$ cat config.mk
export PLATFORM = sky130hd
export DESIGN_NAME = switch_cfg_bank
export DESIGN_NICKNAME = d
export VERILOG_FILES = /design/src/rtl/chiplet_types_pkg.sv /design/src/rtl/switch_pkg.sv /design/src/rtl/switch_cfg_resp.sv /design/src/rtl/switch_cfg_bank.sv
export SDC_FILE = /design/constraint.sdc
export NUM_CORES = 1
export LEC_CHECK = 0
export ABC_AREA = 1
export CAP_MARGIN = 10
export CORE_ASPECT_RATIO = 1.1
export CORE_MARGIN = 4
export CORE_UTILIZATION = 40
export DETAILED_ROUTE_END_ITERATION = 7
export PLACE_DENSITY = 0.72
export SLEW_MARGIN = 10
export SYNTH_ARGS = -nofsm -noshare
export SYNTH_HDL_FRONTEND = slang
export SYNTH_HIERARCHICAL = 1
export SYNTH_SLANG_ARGS = --single-unit
$ cat constraint.sdc
create_clock -name clk -period 10 [get_ports clk]
set_input_delay 3 -clock clk [delete_from_list [all_inputs] [get_ports clk]]
set_output_delay 3 -clock clk [all_outputs]
set_load 0.02 [all_outputs]
$ cat src/rtl/chiplet_types_pkg.sv
`default_nettype none
// ============================================================================
// Module      : chiplet_types_pkg
// Description : Shared flit format used between chiplet switch blocks.
//               flit_t carries source/destination node IDs and a 32-bit
//               payload word.
// Revision    : 1.0 - initial release
// ============================================================================
package chiplet_types_pkg;

  typedef struct packed {
    logic [7:0]  src;
    logic [7:0]  dst;
    logic [31:0] payload;
  } flit_t;

endpackage
`default_nettype wire

$ cat src/rtl/switch_pkg.sv
`default_nettype none
// ============================================================================
// Module      : switch_pkg
// Description : Types and constants for the switch configuration bank:
//               config opcode enum, config header layout, route LUT entry
//               type, the dateline pseudo-address and the bank FSM states.
// Revision    : 1.0 - initial release
// ============================================================================
package switch_pkg;

  typedef enum logic [1:0] {
    CFG_OP_LUT_WR = 2'b00,
    CFG_OP_DL_WR  = 2'b01,
    CFG_OP_READ   = 2'b10,
    CFG_OP_RSVD   = 2'b11
  } cfg_op_t;

  // Header flit payload: [31:30] op, [29:22] addr, [21:0] ignored
  typedef struct packed {
    cfg_op_t     op;
    logic [7:0]  addr;
    logic [21:0] rsvd;
  } cfg_hdr_t;

  // One route table entry (output-port selection for a destination)
  typedef logic [7:0] route_lut_t;

  // Read-back address that selects the dateline register
  localparam logic [7:0] CFG_DATELINE_ADDR = 8'hFF;

  typedef enum logic [1:0] {
    ST_IDLE      = 2'd0,
    ST_WAIT_DATA = 2'd1,
    ST_RESP      = 2'd2
  } cfg_state_t;

endpackage
`default_nettype wire

$ cat src/rtl/switch_cfg_resp.sv
`default_nettype none
// ============================================================================
// Module      : switch_cfg_resp
// Description : Read-back response holder. Captures a formatted response
//               flit on load and presents it with out_valid until the
//               consumer accepts it with out_ready. The flit stays stable
//               while out_valid is high.
// Ports       : clk, rst       - clock, asynchronous active-high reset
//               load           - capture a new response this cycle
//               dst, payload   - response destination and data word
//               out_valid/out_flit/out_ready - response handshake
// Revision    : 1.0 - initial release
// ============================================================================
module switch_cfg_resp
  import chiplet_types_pkg::*;
#(
  parameter int NODE_ID = 1
) (
  input  logic        clk,
  input  logic        rst,
  input  logic        load,
  input  logic [7:0]  dst,
  input  logic [31:0] payload,
  output logic        out_valid,
  output flit_t       out_flit,
  input  logic        out_ready
);

  always_ff @(posedge clk or posedge rst) begin
    if (rst) begin
      out_valid <= 1'b0;
      out_flit  <= '0;
    end else if (load) begin
      out_valid        <= 1'b1;
      out_flit.src     <= 8'(NODE_ID);
      out_flit.dst     <= dst;
      out_flit.payload <= payload;
    end else if (out_valid && out_ready) begin
      out_valid <= 1'b0;
    end
  end

endmodule
`default_nettype wire

$ cat src/rtl/switch_cfg_bank.sv
`default_nettype none
// ============================================================================
// Module      : switch_cfg_bank
// Description : Configuration register bank for the chiplet switch. Consumes
//               two-flit (header, data) configuration transactions and
//               commits them to the route lookup table or the per-outport
//               dateline register. Claims the flit stream from route
//               compute while a transaction is open. Rejected transactions
//               pulse err for one cycle.
//               Optional read-back responses are enabled by defining the
//               macro SWITCH_CFG_READBACK_EN.
// Ports       : clk, rst              - clock, async active-high reset
//               in_valid, in_cfg      - head flit valid / targets config
//               in_flit, in_ready     - head flit and consume handshake
//               reg_bank_claim        - bank owns the flit stream
//               route_lut, dateline   - committed configuration state
//               err                   - one-cycle reject pulse
//               out_valid, out_flit,
//               out_ready             - response port (read-back builds only)
// Revision    : 1.0 - initial release
// ============================================================================
module switch_cfg_bank
  import chiplet_types_pkg::*;
  import switch_pkg::*;
#(
  parameter int NUM_OUTPORTS = 4,
  parameter int TABLE_SIZE   = 32,
  parameter int TOTAL_NODES  = 32,
  parameter int NODE_ID      = 1
) (
  input  logic                          clk,
  input  logic                          rst,
  input  logic                          in_valid,
  input  logic                          in_cfg,
  input  flit_t                         in_flit,
  output logic                          in_ready,
  output logic                          reg_bank_claim,
  output route_lut_t [TABLE_SIZE-1:0]   route_lut,
  output logic [NUM_OUTPORTS-1:0]       dateline,
  output logic                          err
`ifdef SWITCH_CFG_READBACK_EN
  ,
  output logic                          out_valid,
  output flit_t                         out_flit,
  input  logic                          out_ready
`endif
);

  localparam int LUT_W = $bits(route_lut_t);

  cfg_state_t state;
  cfg_state_t next_state;
  cfg_hdr_t   hdr;
  cfg_op_t    cur_op;
  logic [7:0] cur_addr;

  logic hdr_take;   // write header accepted: latch op/addr
  logic commit;     // data flit accepted
  logic reject;     // transaction rejected this cycle (err next cycle)
  logic lut_addr_ok;
  logic lut_we;
  logic dl_we;

  assign hdr = cfg_hdr_t'(in_flit.payload);

  // Bound check on the latched write address
  assign lut_addr_ok = (32'(cur_addr) < 32'(TABLE_SIZE));
  assign lut_we      = commit && (cur_op == CFG_OP_LUT_WR) && lut_addr_ok;
  assign dl_we       = commit && (cur_op == CFG_OP_DL_WR);

  // Claim as soon as a config flit shows up so route compute never
  // forwards it, and keep claiming until the transaction closes.
  assign reg_bank_claim = (state != ST_IDLE) || (in_valid && in_cfg);

`ifdef SWITCH_CFG_READBACK_EN
  logic        rd_start;
  logic        rd_ok;
  logic [31:0] rd_data;

  // Read-back data is taken from the committed registers in the header
  // cycle; nothing can commit in the same cycle since the bank is idle.
  always_comb begin
    rd_data = '0;
    rd_ok   = 1'b0;
    if (32'(hdr.addr) < 32'(TABLE_SIZE)) begin
      rd_ok = 1'b1;
      for (int i = 0; i < TABLE_SIZE; i++) begin
        if (hdr.addr == 8'(i)) begin
          rd_data = 32'(route_lut[i]);
        end
      end
    end else if (hdr.addr == CFG_DATELINE_ADDR) begin
      rd_ok   = 1'b1;
      rd_data = 32'(dateline);
    end
  end

  switch_cfg_resp #(
    .NODE_ID (NODE_ID)
  ) u_resp (
    .clk       (clk),
    .rst       (rst),
    .load      (rd_start),
    .dst       (in_flit.src),
    .payload   (rd_data),
    .out_valid (out_valid),
    .out_flit  (out_flit),
    .out_ready (out_ready)
  );
`endif

  // ---------------------------------------------------------------- FSM
  always_ff @(posedge clk or posedge rst) begin
    if (rst) begin
      state <= ST_IDLE;
    end else begin
      state <= next_state;
    end
  end

  always_comb begin
    next_state = state;
    in_ready   = 1'b0;
    hdr_take   = 1'b0;
    commit     = 1'b0;
    reject     = 1'b0;
`ifdef SWITCH_CFG_READBACK_EN
    rd_start   = 1'b0;
`endif
    case (state)
      ST_IDLE: begin
        // Non-config flits are left in the buffer for route compute
        in_ready = in_cfg;
        if (in_valid && in_cfg) begin
          case (hdr.op)
            CFG_OP_LUT_WR, CFG_OP_DL_WR: begin
              hdr_take   = 1'b1;
              next_state = ST_WAIT_DATA;
            end
            CFG_OP_READ: begin
`ifdef SWITCH_CFG_READBACK_EN
              rd_start   = 1'b1;
              reject     = !rd_ok;
              next_state = ST_RESP;
`else
              reject     = 1'b1;
`endif
            end
            default: begin
              reject = 1'b1;
            end
          endcase
        end
      end
      ST_WAIT_DATA: begin
        // The data word is taken whatever its in_cfg marking
        in_ready = 1'b1;
        if (in_valid) begin
          commit     = 1'b1;
          reject     = (cur_op == CFG_OP_LUT_WR) && !lut_addr_ok;
          next_state = ST_IDLE;
        end
      end
      ST_RESP: begin
`ifdef SWITCH_CFG_READBACK_EN
        if (out_valid && out_ready) begin
          next_state = ST_IDLE;
        end
`else
        next_state = ST_IDLE;
`endif
      end
      default: begin
        next_state = ST_IDLE;
      end
    endcase
  end

  // ----------------------------------------------------------- datapath
  always_ff @(posedge clk or posedge rst) begin
    if (rst) begin
      cur_op   <= CFG_OP_LUT_WR;
      cur_addr <= '0;
      dateline <= '0;
      err      <= 1'b0;
    end else begin
      err <= reject;
      if (hdr_take) begin
        cur_op   <= hdr.op;
        cur_addr <= hdr.addr;
      end
      if (dl_we) begin
        dateline <= in_flit.payload[NUM_OUTPORTS-1:0];
      end
    end
  end

  always_ff @(posedge clk or posedge rst) begin
    if (rst) begin
      route_lut <= '0;
    end else if (lut_we) begin
      for (int i = 0; i < TABLE_SIZE; i++) begin
        if (cur_addr == 8'(i)) begin
          route_lut[i] <= in_flit.payload[LUT_W-1:0];
        end
      end
    end
  end

  // Header reserved bits, unused flit fields and sizing-only parameters
  logic unused_bits;
  assign unused_bits = ^{1'b0, in_flit, hdr.rsvd, 32'(TOTAL_NODES), 32'(NODE_ID)};

endmodule
`default_nettype wire

==> results.py <==
metrics = {
    "detailed_routing": {
        "wl_per_cell_microns": 18.45,
        "drtIter0Drc": 768,
        "ant_nets": 0,
        "via_per_inst": 5.067,
        "drt-total-wl_mm": 34.93,
        "first_pass_iters": 5,
        "via_count": 9592,
        "post-route-drc-count": 0,
    },
    "floorplanning": {
        "ios": 315,
        "start_util": 0.4084,
        "die_area_sq_um": 30500,
        "core_area_sq_um": 27190,
        "die_x_microns": 166.9,
        "die_h_microns": 182.8,
        "std_cell_rows": 63,
    },
    "power_and_ir_drop": {
        "ir_worst_vdd_mv": 0.08767,
        "p_total_mw": 2.419,
        "p_leak_nw": 7.631,
        "powerDensity_nw_per_um2": 161.2,
    },
    "placed_design": {
        "finalWeightedCongestion": 0.7987,
        "postPlaceCellArea_sq_um": 14100,
        "io_buffers": 284,
        "dp_hpwl_mm": 22.11,
        "dpl.cell_count": 1841,
    },
    "critical_path": {
        "crit_required_ns": 7.00,
        "worst_ep_arrival_time_ns": 4.24,
        "rrSetupSlack_ns": 7.16,
        "end_kind": "output pin",
        "ff2ff_path_depth": 7,
        "crit_type": "input pin to output pin",
        "critPathLaunchType": "input pin",
        "crit_path_max_fanout": 3,
        "worstReg2RegEnd": "route_lut[137]",
        "r2r-start": "cur_addr[7]",
    },
    "grt": {
        "grt_pass1_wl_mm": 54.52,
        "grt_antenna_before_repair": 0,
        "grt_max_degree": 197,
        "grt_pass1_vias": 9352,
        "grt_overflow": 0,
        "grtUsageTotal": 0.2216,
    },
    "worst_hold_path": {
        "min_from": "route_lut[86]",
        "whs_path_depth": 2,
        "holdPathEnd": "route_lut[86]",
        "hold_path.class": "flop to flop",
    },
    "finish": {
        "fill_cells": 2466,
        "diodes": 0,
        "fin_cells": 1893,
        "layout-drive-gt1-share": 0.07357,
        "fin_area_sq_um": 15000,
        "nets": 1566,
        "syn_to_final_growth_pct": 35.07,
    },
    "clock_network": {
        "postCtsHoldBufs": 0,
        "clkLatencyLatePin_ns": 0.53,
        "cts_tree": "built",
        "clockRootBuffer": "clkbuf_16",
        "postCtsResizedCells": 0,
        "clk_pin_slew_ns": 0.06,
        "cts_setup_buffers": 0,
        "numCtsBuffers": 28,
        "clock_path_buffers": 3,
        "cts_sinks": 272,
        "htreeDepth": 1,
    },
    "timing": {
        "fin_skew_ns": 0.007124,
        "worst_pin_slew_ns": 1.068,
        "max_freq_ghz": 0.1381,
        "hold_viol": 0,
        "rsz0062_at_grt": "false",
        "tns_ns": 0,
        "finalSetupViolations": 0,
        "min_period_over_period": 0.7243,
        "maxSlewViolCount": 0,
        "hold_ws_ns": 0.4680,
        "max_slew_margin": 0.2881,
        "fin_crit_ns": 7.243,
    },
    "synthesis": {
        "ys_warn_count": 6,
        "synthCells": 1258,
        "ys_seq_elements": 272,
        "syn_area_sq_um": 11110,
        "synth_cell_types": 17,
        "synth_nets": 1310,
        "synth-seq-area-share": 0.6128,
        "avgSynthCellArea_sq_um": 8.829,
    },
    "flow_run": {
        "drv_cap": 0,
    },
    "outcome": {
        "status": "complete, no violations",
    },
}
==> how the worst max path moves through the flow <==
stage / start / end / slack, ns / cells after the start
2_1_floorplan: rst / cur_addr[0] / 3.40 / 1
3_3_place_gp: in_valid / reg_bank_claim / 2.77 / 4
3_5_place_dp: in_valid / reg_bank_claim / 2.75 / 4
4_1_cts: in_valid / reg_bank_claim / 2.76 / 4
5_1_grt: in_valid / reg_bank_claim / 2.72 / 4
6_report: in_valid / reg_bank_claim / 2.76 / 4
==> critical path: stages <==
cell and delay, ns:
clkdlybuf4s50_1 0.50, nand2_1 0.08, nand2_1 0.06, clkdlybuf4s50_1 0.60
==> per-layer routing <==
layer	up-vias	global-route usage	wire length (microns)
li1	4541	-	-
met2	328	0.3621	16760
met5	-	0	0
met3	57	0.06100	2840
met4	0	0.06383	1004
met1	4666	0.2930	14320
==> layout by cell type (no fill, tap or decap) <==
cell type / netlist / routed
clkdlybuf4s50_1: 0 / 276
nand3_1: 258 / 258
nand2_1: 569 / 569
bufinv_16: 0 / 1
clkinv_2: 0 / 8
nor2_1: 12 / 12
inv_6: 0 / 1
clkbuf_1: 25 / 8
dfrtp_1: 272 / 272
nand2_2: 20 / 20
clkbuf_16: 0 / 29
nor2_8: 1 / 1
nor2_4: 3 / 3
nor2_2: 29 / 29
buf_4: 5 / 2
inv_1: 18 / 17
buf_2: 22 / 8
or2_2: 1 / 1
clkinvlp_4: 0 / 1
clkbuf_8: 0 / 5
nand2_4: 2 / 2
o21ai_0: 11 / 11
buf_12: 0 / 2
==> cell type report <==
cell class,instances,area [sq um],share of cell area
clock buffers,42,824.5,0.05496
well taps,357,446.7,0.02977
multi-input cells,906,3916,0.2611
clock inverters,10,78.83,0.005254
inverters,18,71.32,0.004754
flip-flops and latches,272,6807,0.4537
repair buffers,288,2858,0.1905
==> state kept, by name, summed over array words and instances, names as in the netlist <==
signal / cells
route_lut: 256
cur_addr: 8
dateline: 4
cur_op: 2
err: 1
state: 1
==> cell families (layout without fill, tap and decap cells) <==
group / count (synthesis) / after routing / synth area share
and+or+nand+nor: 895 / 895 / 0.3476
DFF: 272 / 272 / 0.6128
buffers and inverters: 80 / 358 / 0.03458
AOI/OAI and AO/OA: 11 / 11 / 0.004956
==> where the power goes <==
| part | total [mW] | internal, mW | switching (mW) |
|---|---|---|---|
| sequential | 1.16 | 1.13 | 0.0223 |
| clock | 1.02 | 0.595 | 0.428 |
| combinational | 0.242 | 0.0713 | 0.170 |
| total | 2.42 | 1.80 | 0.620 |
==> stage by stage <==
| stage | util | setup WS (ns) |
|---|---|---|
| floorplan | - | 3.405 |
| global placement | 0.5184 | 2.767 |
| detailed placement | 0.5184 | 2.755 |
| CTS | 0.5516 | 2.756 |
| global route | 0.5516 | 2.715 |
| finish | 0.5516 | 2.757 |
==> synth_stat cells <==
cell type	number	area, sq um
nand2_2	20	125.1
buf_6	5	56.30
nand3_1	258	1291
or2_2	1	6.260
buf_4	5	37.54
nor2_8	1	20.02
o21ai_0	11	55.05
dfrtp_1	272	6807
nand2_4	2	22.52
buf_1	5	18.77
inv_1	18	67.56
nor2_2	29	181.4
buf_2	22	110.1
clkbuf_1	25	93.84
nor2_4	3	33.78
nand2_1	569	2136
nor2_1	12	45.04
Power figures use the tool's default switching activity.
